--- src/rtl/axi_pkg.sv ---
// Shared AXI4 encodings and the write-master state type.
package axi_pkg;

  localparam logic [1:0] BURST_FIXED = 2'b00;
  localparam logic [1:0] BURST_INCR  = 2'b01;
  localparam logic [1:0] BURST_WRAP  = 2'b10;

  localparam logic [1:0] RESP_OKAY   = 2'b00;
  localparam logic [1:0] RESP_EXOKAY = 2'b01;
  localparam logic [1:0] RESP_SLVERR = 2'b10;
  localparam logic [1:0] RESP_DECERR = 2'b11;

  // Normal non-cacheable bufferable memory attributes.
  localparam logic [3:0] AWCACHE_DEFAULT = 4'b0011;

  typedef enum logic [2:0] {
    ST_IDLE,
    ST_ADDR,
    ST_DATA,
    ST_RESP,
    ST_REJ
  } wr_state_t;

endpackage

--- src/rtl/axi_write_master_if.sv ---
// AXI4 write-channel bundle (AW, W, B) with master and slave views.
interface axi_write_master_if #(
  parameter int ADDR_W = 32,
  parameter int DATA_W = 32,
  parameter int ID_W   = 12
) ();
  localparam int STRB_W = DATA_W / 8;

  logic [ADDR_W-1:0] awaddr;
  logic [7:0]        awlen;
  logic [2:0]        awsize;
  logic [1:0]        awburst;
  logic [ID_W-1:0]   awid;
  logic              awlock;
  logic [3:0]        awcache;
  logic [2:0]        awprot;
  logic [3:0]        awqos;
  logic              awvalid;
  logic              awready;

  logic [DATA_W-1:0] wdata;
  logic [STRB_W-1:0] wstrb;
  logic [ID_W-1:0]   wid;
  logic              wlast;
  logic              wvalid;
  logic              wready;

  logic [ID_W-1:0]   bid;
  logic [1:0]        bresp;
  logic              bvalid;
  logic              bready;

  modport master (
    output awaddr, awlen, awsize, awburst, awid, awlock, awcache, awprot, awqos, awvalid,
    input  awready,
    output wdata, wstrb, wid, wlast, wvalid,
    input  wready,
    input  bid, bresp, bvalid,
    output bready
  );

  modport slave (
    input  awaddr, awlen, awsize, awburst, awid, awlock, awcache, awprot, awqos, awvalid,
    output awready,
    input  wdata, wstrb, wid, wlast, wvalid,
    output wready,
    output bid, bresp, bvalid,
    input  bready
  );
endinterface

--- src/rtl/axi_burst_check.sv ---
// Combinational legality check of an AXI4 (burst, len) pair; shared by read and write masters.
module axi_burst_check
  import axi_pkg::*;
(
  input  logic [1:0] burst,
  input  logic [7:0] len,
  output logic       legal
);

  // WRAP bursts must be 2, 4, 8 or 16 beats; encoding 11 is reserved.
  always_comb begin
    legal = 1'b1;
    case (burst)
      BURST_WRAP: legal = (len == 8'd1) || (len == 8'd3) || (len == 8'd7) || (len == 8'd15);
      2'b11:      legal = 1'b0;
      default:    legal = 1'b1;
    endcase
  end

endmodule

--- src/rtl/axi_write_master.sv ---
// AXI4 write initiator: one command in, AW then len+1 W beats then one B, reported as a done pulse.
module axi_write_master
  import axi_pkg::*;
#(
  parameter int ADDR_W = 32,
  parameter int DATA_W = 32,
  parameter int ID_W   = 12,
  parameter int STRB_W = DATA_W / 8
) (
  input  logic              clk,
  input  logic              rst,

  input  logic              cmd_valid,
  output logic              cmd_ready,
  input  logic [ADDR_W-1:0] cmd_addr,
  input  logic [7:0]        cmd_len,
  input  logic [2:0]        cmd_size,
  input  logic [1:0]        cmd_burst,
  input  logic [ID_W-1:0]   cmd_id,

  input  logic [DATA_W-1:0] wr_data,
  input  logic [STRB_W-1:0] wr_strb,
  input  logic              wr_valid,
  output logic              wr_ready,

  axi_write_master_if.master m_axi,

  output logic              done_valid,
  output logic [1:0]        done_resp,
  output logic              done_id_err,
  output logic              busy
);

  wr_state_t         state, state_nxt;
  logic [ADDR_W-1:0] lat_addr;
  logic [7:0]        lat_len;
  logic [2:0]        lat_size;
  logic [1:0]        lat_burst;
  logic [ID_W-1:0]   lat_id;
  logic [7:0]        beat_cnt;

  logic burst_legal;
  logic aw_valid, w_valid, w_last, b_ready;
  logic cmd_hs, aw_hs, w_hs, b_hs;

  axi_burst_check u_burst_check (
    .burst (cmd_burst),
    .len   (cmd_len),
    .legal (burst_legal)
  );

  assign cmd_hs = cmd_valid & cmd_ready;
  assign aw_hs  = aw_valid & m_axi.awready;
  assign w_hs   = w_valid & m_axi.wready;
  assign b_hs   = b_ready & m_axi.bvalid;

  always_ff @(posedge clk) begin
    if (rst) state <= ST_IDLE;
    else     state <= state_nxt;
  end

  // The done pulse is shown in IDLE, so command acceptance waits for it to clear.
  always_comb begin
    state_nxt = state;
    cmd_ready = 1'b0;
    aw_valid  = 1'b0;
    w_valid   = 1'b0;
    wr_ready  = 1'b0;
    w_last    = 1'b0;
    b_ready   = 1'b0;
    case (state)
      ST_IDLE: begin
        cmd_ready = ~done_valid;
        if (cmd_valid && !done_valid) state_nxt = burst_legal ? ST_ADDR : ST_REJ;
      end
      ST_ADDR: begin
        aw_valid = 1'b1;
        if (m_axi.awready) state_nxt = ST_DATA;
      end
      ST_DATA: begin
        w_valid  = wr_valid;
        wr_ready = m_axi.wready;
        w_last   = (beat_cnt == lat_len);
        if (wr_valid && m_axi.wready && w_last) state_nxt = ST_RESP;
      end
      ST_RESP: begin
        b_ready = 1'b1;
        if (m_axi.bvalid) state_nxt = ST_IDLE;
      end
      ST_REJ:  state_nxt = ST_IDLE;
      default: state_nxt = ST_IDLE;
    endcase
  end

  always_ff @(posedge clk) begin
    if (rst) begin
      lat_addr    <= '0;
      lat_len     <= '0;
      lat_size    <= '0;
      lat_burst   <= '0;
      lat_id      <= '0;
      beat_cnt    <= '0;
      done_valid  <= 1'b0;
      done_resp   <= RESP_OKAY;
      done_id_err <= 1'b0;
    end else begin
      done_valid <= 1'b0;
      if (cmd_hs) begin
        lat_addr  <= cmd_addr;
        lat_len   <= cmd_len;
        lat_size  <= cmd_size;
        lat_burst <= cmd_burst;
        lat_id    <= cmd_id;
        if (!burst_legal) begin
          done_valid  <= 1'b1;
          done_resp   <= RESP_SLVERR;
          done_id_err <= 1'b0;
        end
      end
      if (aw_hs)     beat_cnt <= '0;
      else if (w_hs) beat_cnt <= beat_cnt + 8'd1;
      if (b_hs) begin
        done_valid  <= 1'b1;
        done_resp   <= m_axi.bresp;
        done_id_err <= (m_axi.bid != lat_id);
      end
    end
  end

  assign m_axi.awaddr  = lat_addr;
  assign m_axi.awlen   = lat_len;
  assign m_axi.awsize  = lat_size;
  assign m_axi.awburst = lat_burst;
  assign m_axi.awid    = lat_id;
  assign m_axi.awlock  = 1'b0;
  assign m_axi.awcache = AWCACHE_DEFAULT;
  assign m_axi.awprot  = 3'b000;
  assign m_axi.awqos   = 4'b0000;
  assign m_axi.awvalid = aw_valid;

  assign m_axi.wdata   = wr_data;
  assign m_axi.wstrb   = wr_strb;
  assign m_axi.wid     = lat_id;
  assign m_axi.wlast   = w_last;
  assign m_axi.wvalid  = w_valid;

  assign m_axi.bready  = b_ready;

  assign busy = (state != ST_IDLE);

endmodule

--- src/flat_wrapper.sv ---
// flat-port wrapper written by rule: the top's interface ports become plain ports
module axi_write_master_flat import axi_pkg::*;
#(
  parameter int ADDR_W = 32,
  parameter int DATA_W = 32,
  parameter int ID_W   = 12,
  parameter int STRB_W = DATA_W / 8
)
  (clk, rst, cmd_valid, cmd_ready, cmd_addr, cmd_len, cmd_size, cmd_burst, cmd_id, wr_data, wr_strb, wr_valid, wr_ready, done_valid, done_resp, done_id_err, busy, m_axi_awaddr, m_axi_awlen, m_axi_awsize, m_axi_awburst, m_axi_awid, m_axi_awlock, m_axi_awcache, m_axi_awprot, m_axi_awqos, m_axi_awvalid, m_axi_awready, m_axi_wdata, m_axi_wstrb, m_axi_wid, m_axi_wlast, m_axi_wvalid, m_axi_wready, m_axi_bid, m_axi_bresp, m_axi_bvalid, m_axi_bready);
  axi_write_master_if #(.ADDR_W(ADDR_W), .DATA_W(DATA_W), .ID_W(ID_W)) m_axi_i ();
  input  logic clk;
  input  logic rst;
  input  logic cmd_valid;
  output logic cmd_ready;
  input  logic [ADDR_W-1:0] cmd_addr;
  input  logic [7:0] cmd_len;
  input  logic [2:0] cmd_size;
  input  logic [1:0] cmd_burst;
  input  logic [ID_W-1:0] cmd_id;
  input  logic [DATA_W-1:0] wr_data;
  input  logic [STRB_W-1:0] wr_strb;
  input  logic wr_valid;
  output logic wr_ready;
  output logic done_valid;
  output logic [1:0] done_resp;
  output logic done_id_err;
  output logic busy;
  output wire logic [$bits(m_axi_i.awaddr)-1:0] m_axi_awaddr;
  output wire logic [$bits(m_axi_i.awlen)-1:0] m_axi_awlen;
  output wire logic [$bits(m_axi_i.awsize)-1:0] m_axi_awsize;
  output wire logic [$bits(m_axi_i.awburst)-1:0] m_axi_awburst;
  output wire logic [$bits(m_axi_i.awid)-1:0] m_axi_awid;
  output wire logic [$bits(m_axi_i.awlock)-1:0] m_axi_awlock;
  output wire logic [$bits(m_axi_i.awcache)-1:0] m_axi_awcache;
  output wire logic [$bits(m_axi_i.awprot)-1:0] m_axi_awprot;
  output wire logic [$bits(m_axi_i.awqos)-1:0] m_axi_awqos;
  output wire logic [$bits(m_axi_i.awvalid)-1:0] m_axi_awvalid;
  input wire logic [$bits(m_axi_i.awready)-1:0] m_axi_awready;
  output wire logic [$bits(m_axi_i.wdata)-1:0] m_axi_wdata;
  output wire logic [$bits(m_axi_i.wstrb)-1:0] m_axi_wstrb;
  output wire logic [$bits(m_axi_i.wid)-1:0] m_axi_wid;
  output wire logic [$bits(m_axi_i.wlast)-1:0] m_axi_wlast;
  output wire logic [$bits(m_axi_i.wvalid)-1:0] m_axi_wvalid;
  input wire logic [$bits(m_axi_i.wready)-1:0] m_axi_wready;
  input wire logic [$bits(m_axi_i.bid)-1:0] m_axi_bid;
  input wire logic [$bits(m_axi_i.bresp)-1:0] m_axi_bresp;
  input wire logic [$bits(m_axi_i.bvalid)-1:0] m_axi_bvalid;
  output wire logic [$bits(m_axi_i.bready)-1:0] m_axi_bready;
  assign m_axi_awaddr = m_axi_i.awaddr;
  assign m_axi_awlen = m_axi_i.awlen;
  assign m_axi_awsize = m_axi_i.awsize;
  assign m_axi_awburst = m_axi_i.awburst;
  assign m_axi_awid = m_axi_i.awid;
  assign m_axi_awlock = m_axi_i.awlock;
  assign m_axi_awcache = m_axi_i.awcache;
  assign m_axi_awprot = m_axi_i.awprot;
  assign m_axi_awqos = m_axi_i.awqos;
  assign m_axi_awvalid = m_axi_i.awvalid;
  assign m_axi_i.awready = m_axi_awready;
  assign m_axi_wdata = m_axi_i.wdata;
  assign m_axi_wstrb = m_axi_i.wstrb;
  assign m_axi_wid = m_axi_i.wid;
  assign m_axi_wlast = m_axi_i.wlast;
  assign m_axi_wvalid = m_axi_i.wvalid;
  assign m_axi_i.wready = m_axi_wready;
  assign m_axi_i.bid = m_axi_bid;
  assign m_axi_i.bresp = m_axi_bresp;
  assign m_axi_i.bvalid = m_axi_bvalid;
  assign m_axi_bready = m_axi_i.bready;
  axi_write_master #(.ADDR_W(ADDR_W), .DATA_W(DATA_W), .ID_W(ID_W), .STRB_W(STRB_W)) u_core (.clk(clk), .rst(rst), .cmd_valid(cmd_valid), .cmd_ready(cmd_ready), .cmd_addr(cmd_addr), .cmd_len(cmd_len), .cmd_size(cmd_size), .cmd_burst(cmd_burst), .cmd_id(cmd_id), .wr_data(wr_data), .wr_strb(wr_strb), .wr_valid(wr_valid), .wr_ready(wr_ready), .m_axi(m_axi_i), .done_valid(done_valid), .done_resp(done_resp), .done_id_err(done_id_err), .busy(busy));
endmodule
--- config.mk ---
export PLATFORM = sky130hd
export DESIGN_NAME = axi_write_master_flat
export DESIGN_NICKNAME = d
export VERILOG_FILES = /design/src/rtl/axi_pkg.sv /design/src/rtl/axi_write_master_if.sv /design/src/rtl/axi_burst_check.sv /design/src/rtl/axi_write_master.sv /design/src/flat_wrapper.sv
export SDC_FILE = /design/constraint.sdc
export NUM_CORES = 1
export LEC_CHECK = 0
export CAP_MARGIN = 20
export CORE_UTILIZATION = 35
export CTS_CLUSTER_SIZE = 14
export DETAILED_ROUTE_END_ITERATION = 10
export PLACE_DENSITY_LB_ADDON = 0.25
export SYNTH_ARGS = -nofsm -noshare
export SYNTH_HDL_FRONTEND = slang
export SYNTH_SLANG_ARGS = --single-unit
export TNS_END_PERCENT = 50
--- constraint.sdc ---
create_clock -name clk -period 2.28 [get_ports clk]
set_input_delay 0.456 -clock clk [delete_from_list [all_inputs] [get_ports clk]]
set_output_delay 0.456 -clock clk [all_outputs]
set_load 0.1 [all_outputs]
After elaboration in Yosys (flattened, before gate mapping). Cells that the tools add are included.

Word-level logic and storage cells: 67. Flip-flop bits (word level): 72.

Add/sub/neg operators: 1. Muxes and demuxes: 22. Bitwise operators: 5. Reductions and logical operators: 13. Equality and inequality tests: 16.

Operator list (count): 3-bit two-way mux (5); 1-bit two-way mux (12); 12-bit inequality test (1); 3-bit one-hot mux with 4 select lines (1); 8-bit by 1-bit adder with 8-bit output, second input constant (1); 8-bit by 1-bit equality test with 1-bit output, second input constant (1); 8-bit by 2-bit equality test with 1-bit output, second input constant (1); 8-bit by 3-bit equality test with 1-bit output, second input constant (1); 8-bit by 4-bit equality test with 1-bit output, second input constant (1); 8-bit equality test (1); 3-bit by 2-bit equality test with 1-bit output, second input constant (2); 2-bit two-way mux (3); 2-bit inequality test, second input constant (3); 1-bit bitwise AND (4); 2-bit equality test, second input constant (2); 2-bit by 1-bit inequality test with 1-bit output, second input constant (2); 4-bit AND reduction (1); 3-bit by 1-bit equality test with 1-bit output, second input constant (1); 1-bit logical AND (3); 3-bit zero test (1); 1-bit logical OR (3); 3-bit nonzero test (1); 1-bit one-hot mux with 2 select lines (1); 2-bit AND reduction (1); other kinds (4) (4).

Depth between registers and ports, before layout.
Word-level depth: 8. Gate-level depth with buffers: 8. Depth with buffers taken out: 4.

Modules after synthesis. Synthesis repeated with hierarchy kept, for this count alone.

Cells, all modules: 427. Area total of the unflattened synthesis: 3395.8 µm².

By module, submodules not included: axi_write_master (times used 1, seq. area each 1441.4 µm², area an instance 3362.0 µm², cells an instance 422); axi_burst_check (times used 1, seq. area each 0.0 µm², area an instance 33.8 µm², cells an instance 5).

Worst setup path after synthesis. No wires, ideal clock.

Path type: flip-flop to flip-flop. From: register u_core.state[0]. To: register u_core.beat_cnt[0]. Arrival: 3.368 ns. Stages on the path, launching flop included: 5. Path slack: -1.210 ns. Period minus slack after synthesis: 3.490 ns. Data required time: 2.159 ns. Library setup time: 0.121 ns. Path buffers: 1. Cell sequence: dfxtp_1 -> clkbuf_1 -> nor3b_1 -> a21o_1 -> nor2_1.

Longest elaborated chain between the ends: 4. Elaborated cells between the ends (all ways): 7. Those cells by class: eq/ne: 2; mux: 2; bitwise: 2; reduce/logical: 1.

RTL lines: start: declaration (line axi_write_master.sv:34) `wr_state_t state, state_nxt;`; start signal: assignment (line axi_write_master.sv:59) `else state <= state_nxt;`; 3-bit by 1-bit equality test with 1-bit output (line axi_write_master.sv:71) `case (state)`; 1-bit two-way mux (line axi_write_master.sv:71); via m_axi_awvalid (line flat_wrapper.sv:37) `output wire logic [$bits(m_axi_i.awvalid)-1:0] m_axi_awvalid;`; 1-bit bitwise AND (line axi_write_master.sv:53) `assign aw_hs = aw_valid & m_axi.awready;`; 2-bit OR reduction (no line); end signal: assignment (line axi_write_master.sv:121) `else if (w_hs) beat_cnt <= beat_cnt + 8'd1;`; end: declaration (line axi_write_master.sv:40) `logic [7:0] beat_cnt;`.

The timed path passes the listed nets, and every way through them passes these cells. A chain may end at the register's enable or synchronous reset.

Worst setup path after layout.
From: register u_core.state[0]. To: output port cmd_ready.

Longest elaborated chain between the ends: 2.

RTL lines: 3-bit zero test (line axi_write_master.sv:71); 1-bit two-way mux (line axi_write_master.sv:71); end: declaration (line flat_wrapper.sv:14) `output logic cmd_ready;`.

No other way between the ends.

==> results.json <==
{
  "crit_required_ns": 1.82,
  "async_flop_share": 0,
  "antenna_found_initial": 0,
  "syn_area_um2": 3440,
  "finalNonFillerCells": 666,
  "hold_violations": 0,
  "die_area_um2": 10200,
  "viasPerCell": 4.57,
  "switching_power_mw": 2.38,
  "power_mw": 5.02,
  "grtUsageMet2": 0.307,
  "finalSetupTns_ns": 0,
  "cts_tree": "yes",
  "p_int_mw": 2.64,
  "final_area_um2": 4830,
  "power_frac_clock": 0.223,
  "skew_ns": 0.00907,
  "cp_cell_sequence": "or3_1 -> nor2_2 -> buf_12",
  "synth_flop_cell": "dfxtp_1",
  "dp.cells": 650,
  "ys_seq_area_frac": 0.419,
  "clock_latency_ns": 0.34,
  "relSlewSlack": 0.607,
  "yosysUniqueCellTypes": 41,
  "p_leak_nw": 1.98,
  "status": "finished clean",
  "die_h_um": 101,
  "finalWirelength_um": 8600,
  "ff2ff_setup_slack_ns": 0.36,
  "post_drt_wl_per_cell_um": 12.9,
  "pre_cts_slack_ns": -0.0883,
  "synth_warnings": 0,
  "layout_common_cells": "nand2_1 (117), buf_4 (82), clkdlybuf4s50_1 (76), dfxtp_1 (68), a21oi_1 (60)",
  "grt_setup_unrepaired": "no",
  "seq_area_um2": 1450,
  "max_cap_violations": 0,
  "clockBufferDepth": 2,
  "fin_util": 0.515,
  "grt_overflow": 0,
  "finalNetCount": 647,
  "yosys.area.top_type_share": 0.419,
  "clock-sinks": 72,
  "fin_crit_sh": 0.952,
  "fill_cells": 900,
  "io_pins": 242,
  "grt_pass1_vias": 2905,
  "start_kind": "register",
  "p_per_area_nw_per_um2": 1040,
  "area_growth_pct": 40.3,
  "slew_violations": 0,
  "drc_errors": 0,
  "crit_arrival_ns": 1.71,
  "reg2reg_depth": 5,
  "timing.rr.start": "u_core.state[0]",
  "first_pass_iters": 4,
  "synth_edf_count": 0,
  "tightestPinTransition_ns": 0.575,
  "cp_slowest_cell": "or3_1",
  "endpoint": "cmd_ready",
  "gp_congestion": 0.793,
  "final_common_cell": "nand2_1",
  "hold_slack_ns": 0.455,
  "holdPathStages": 2,
  "multiInputGateArea_um2": 1470,
  "hold_class": "reg -> reg",
  "cp_max_fo": 13,
  "fmax_mhz": 461,
  "dp_hpwl_um": 6310,
  "ys_ff_latch": 72,
  "grtUsageMet1": 0.183,
  "critPathKind": "reg -> out",
  "setup_ws_ns": 0.109,
  "avgSynthCellArea_um2": 8.00,
  "dr.first_iter.drc_count": 49,
  "syn_inst": 430,
  "drive_gt1_frac": 0.229,
  "dieWidth_um": 101,
  "cp-end-kind": "output port",
  "cts-root-buf": "clkbuf_8",
  "post-route-min-period_ns": 2.17,
  "via_count": 3041,
  "grt_busiest_layer": "met2",
  "worstSetupStartpoint": "u_core.state[0]",
  "port_buffers": 157,
  "n_antenna_cell": 0,
  "core-area_um2": 9370,
  "ctsHoldBuffers": 0,
  "r2r_end": "u_core.m_axi.awaddr[18]",
  "cts_max_level": 3,
  "rows": 35,
  "grtUsageTotal": 0.170,
  "grt_pass1_wl_um": 13500,
  "grt_max_degree": 33,
  "synth_top_cell_by_area": "dfxtp_1",
  "ir_worst_vdd_mv": 0.642,
  "post-cts-setup-buffer-count": 0,
  "start_util": 0.367,
  "path_clk_slew_ns": 0.07,
  "setup_violations": 0,
  "antenna_left": 0,
  "globalRouteMet3Util": 0.0752,
  "p_sw_frac": 0.475,
  "combPwrFrac": 0.476,
  "dpl_cell_area_um2": 4600,
  "sequentialPowerShare": 0.302,
  "max_stage_delay_ns": 0.55,
  "cts_buffers": 9,
  "synthTopCellsByArea": "dfxtp_1 (42%), buf_4 (14%), nand2_1 (13%), a21oi_1 (8.7%), xnor2_1 (4.1%)"
}
-- Yosys cell counts (all sizes together) (4+ instances only) --
cell	n
a21oi	60
buf	73
clkbuf	12
dfxtp	72
nand2	117
nand3	4
nand4	5
nor2	12
nor4	6
o21ai	4
xnor2	16
xor2	9
-- how the worst min path moves through the flow --
stage	startpoint	to	slack [ns]
finish	u_core.m_axi.awaddr[24]	u_core.m_axi.awaddr[24]	0.45
global placement	u_core.m_axi.awaddr[9]	u_core.m_axi.awaddr[9]	0.44
detailed placement	u_core.m_axi.awaddr[4]	u_core.m_axi.awaddr[4]	0.45
floorplan	u_core.beat_cnt[6]	u_core.beat_cnt[6]	0.48
global route	u_core.m_axi.awaddr[4]	u_core.m_axi.awaddr[4]	0.48
CTS	u_core.m_axi.awaddr[4]	u_core.m_axi.awaddr[4]	0.46
-- critical path, delay by kind of cell (launching register included) --
kind          cells  cell delay (ns)
buf+inv           1             0.19
flops             1             0.44
simple gates      2             0.74
-- power by group through the flow --
stage / combinational, mW / sequential, mW / clock, mW
after floorplan: 1.30 / 2.41 / 0
after global placement: 2.39 / 1.54 / 0
after detailed placement: 2.40 / 1.54 / 0
after CTS: 2.40 / 1.52 / 1.15
after global routing: 2.50 / 1.54 / 1.22
final: 2.39 / 1.51 / 1.12
-- flip-flops by register name, summed over array words and instances (netlist names) --
name,count
u_core.done_id_err,1
u_core.beat_cnt,8
u_core.done_resp,2
u_core.done_valid,1
u_core.m_axi.awaddr,32
u_core.state,3
u_core.m_axi.awid,12
u_core.m_axi.awsize,3
u_core.m_axi.awlen,8
u_core.m_axi.awburst,2
-- layer usage --
layer	wire [µm]	vias to the layer above	share of wire
met5	0	-	0
met4	73	0	0.0085
met3	748	10	0.087
met2	4260	123	0.50
met1	3520	1377	0.41
li1	-	1531	-
-- cell families (layout without fill, tap and decap cells) --
kind of cell / after synthesis / in the layout / synth area share
xor gates and xnor gates: 25 / 25 / 0.0636
and+or+nand+nor: 168 / 168 / 0.213
DFF: 72 / 72 / 0.419
other: 2 / 12 / 0.00218
AOI/OAI and AO/OA: 74 / 74 / 0.121
buffers and inverters: 87 / 184 / 0.174
muxes: 1 / 1 / 0.00327
adders and majority gates: 1 / 1 / 0.00363
-- layout make-up --
type | count | area share
Timing Repair Buffer | 166 | 0.315
Clock buffer | 11 | 0.0293
Sequential cell | 72 | 0.299
Tap cell | 129 | 0.0334
Inverter | 2 | 0.00155
Clock inverter | 5 | 0.0166
Multi-Input combinational cell | 281 | 0.305
-- what timing repair did --
action,4_1_cts,5_1_grt
endpoints found under the hold margin,0,0
endpoints found under the setup margin,0,3
gates resized for setup,0,2
(Power assumes the default switching activity.)
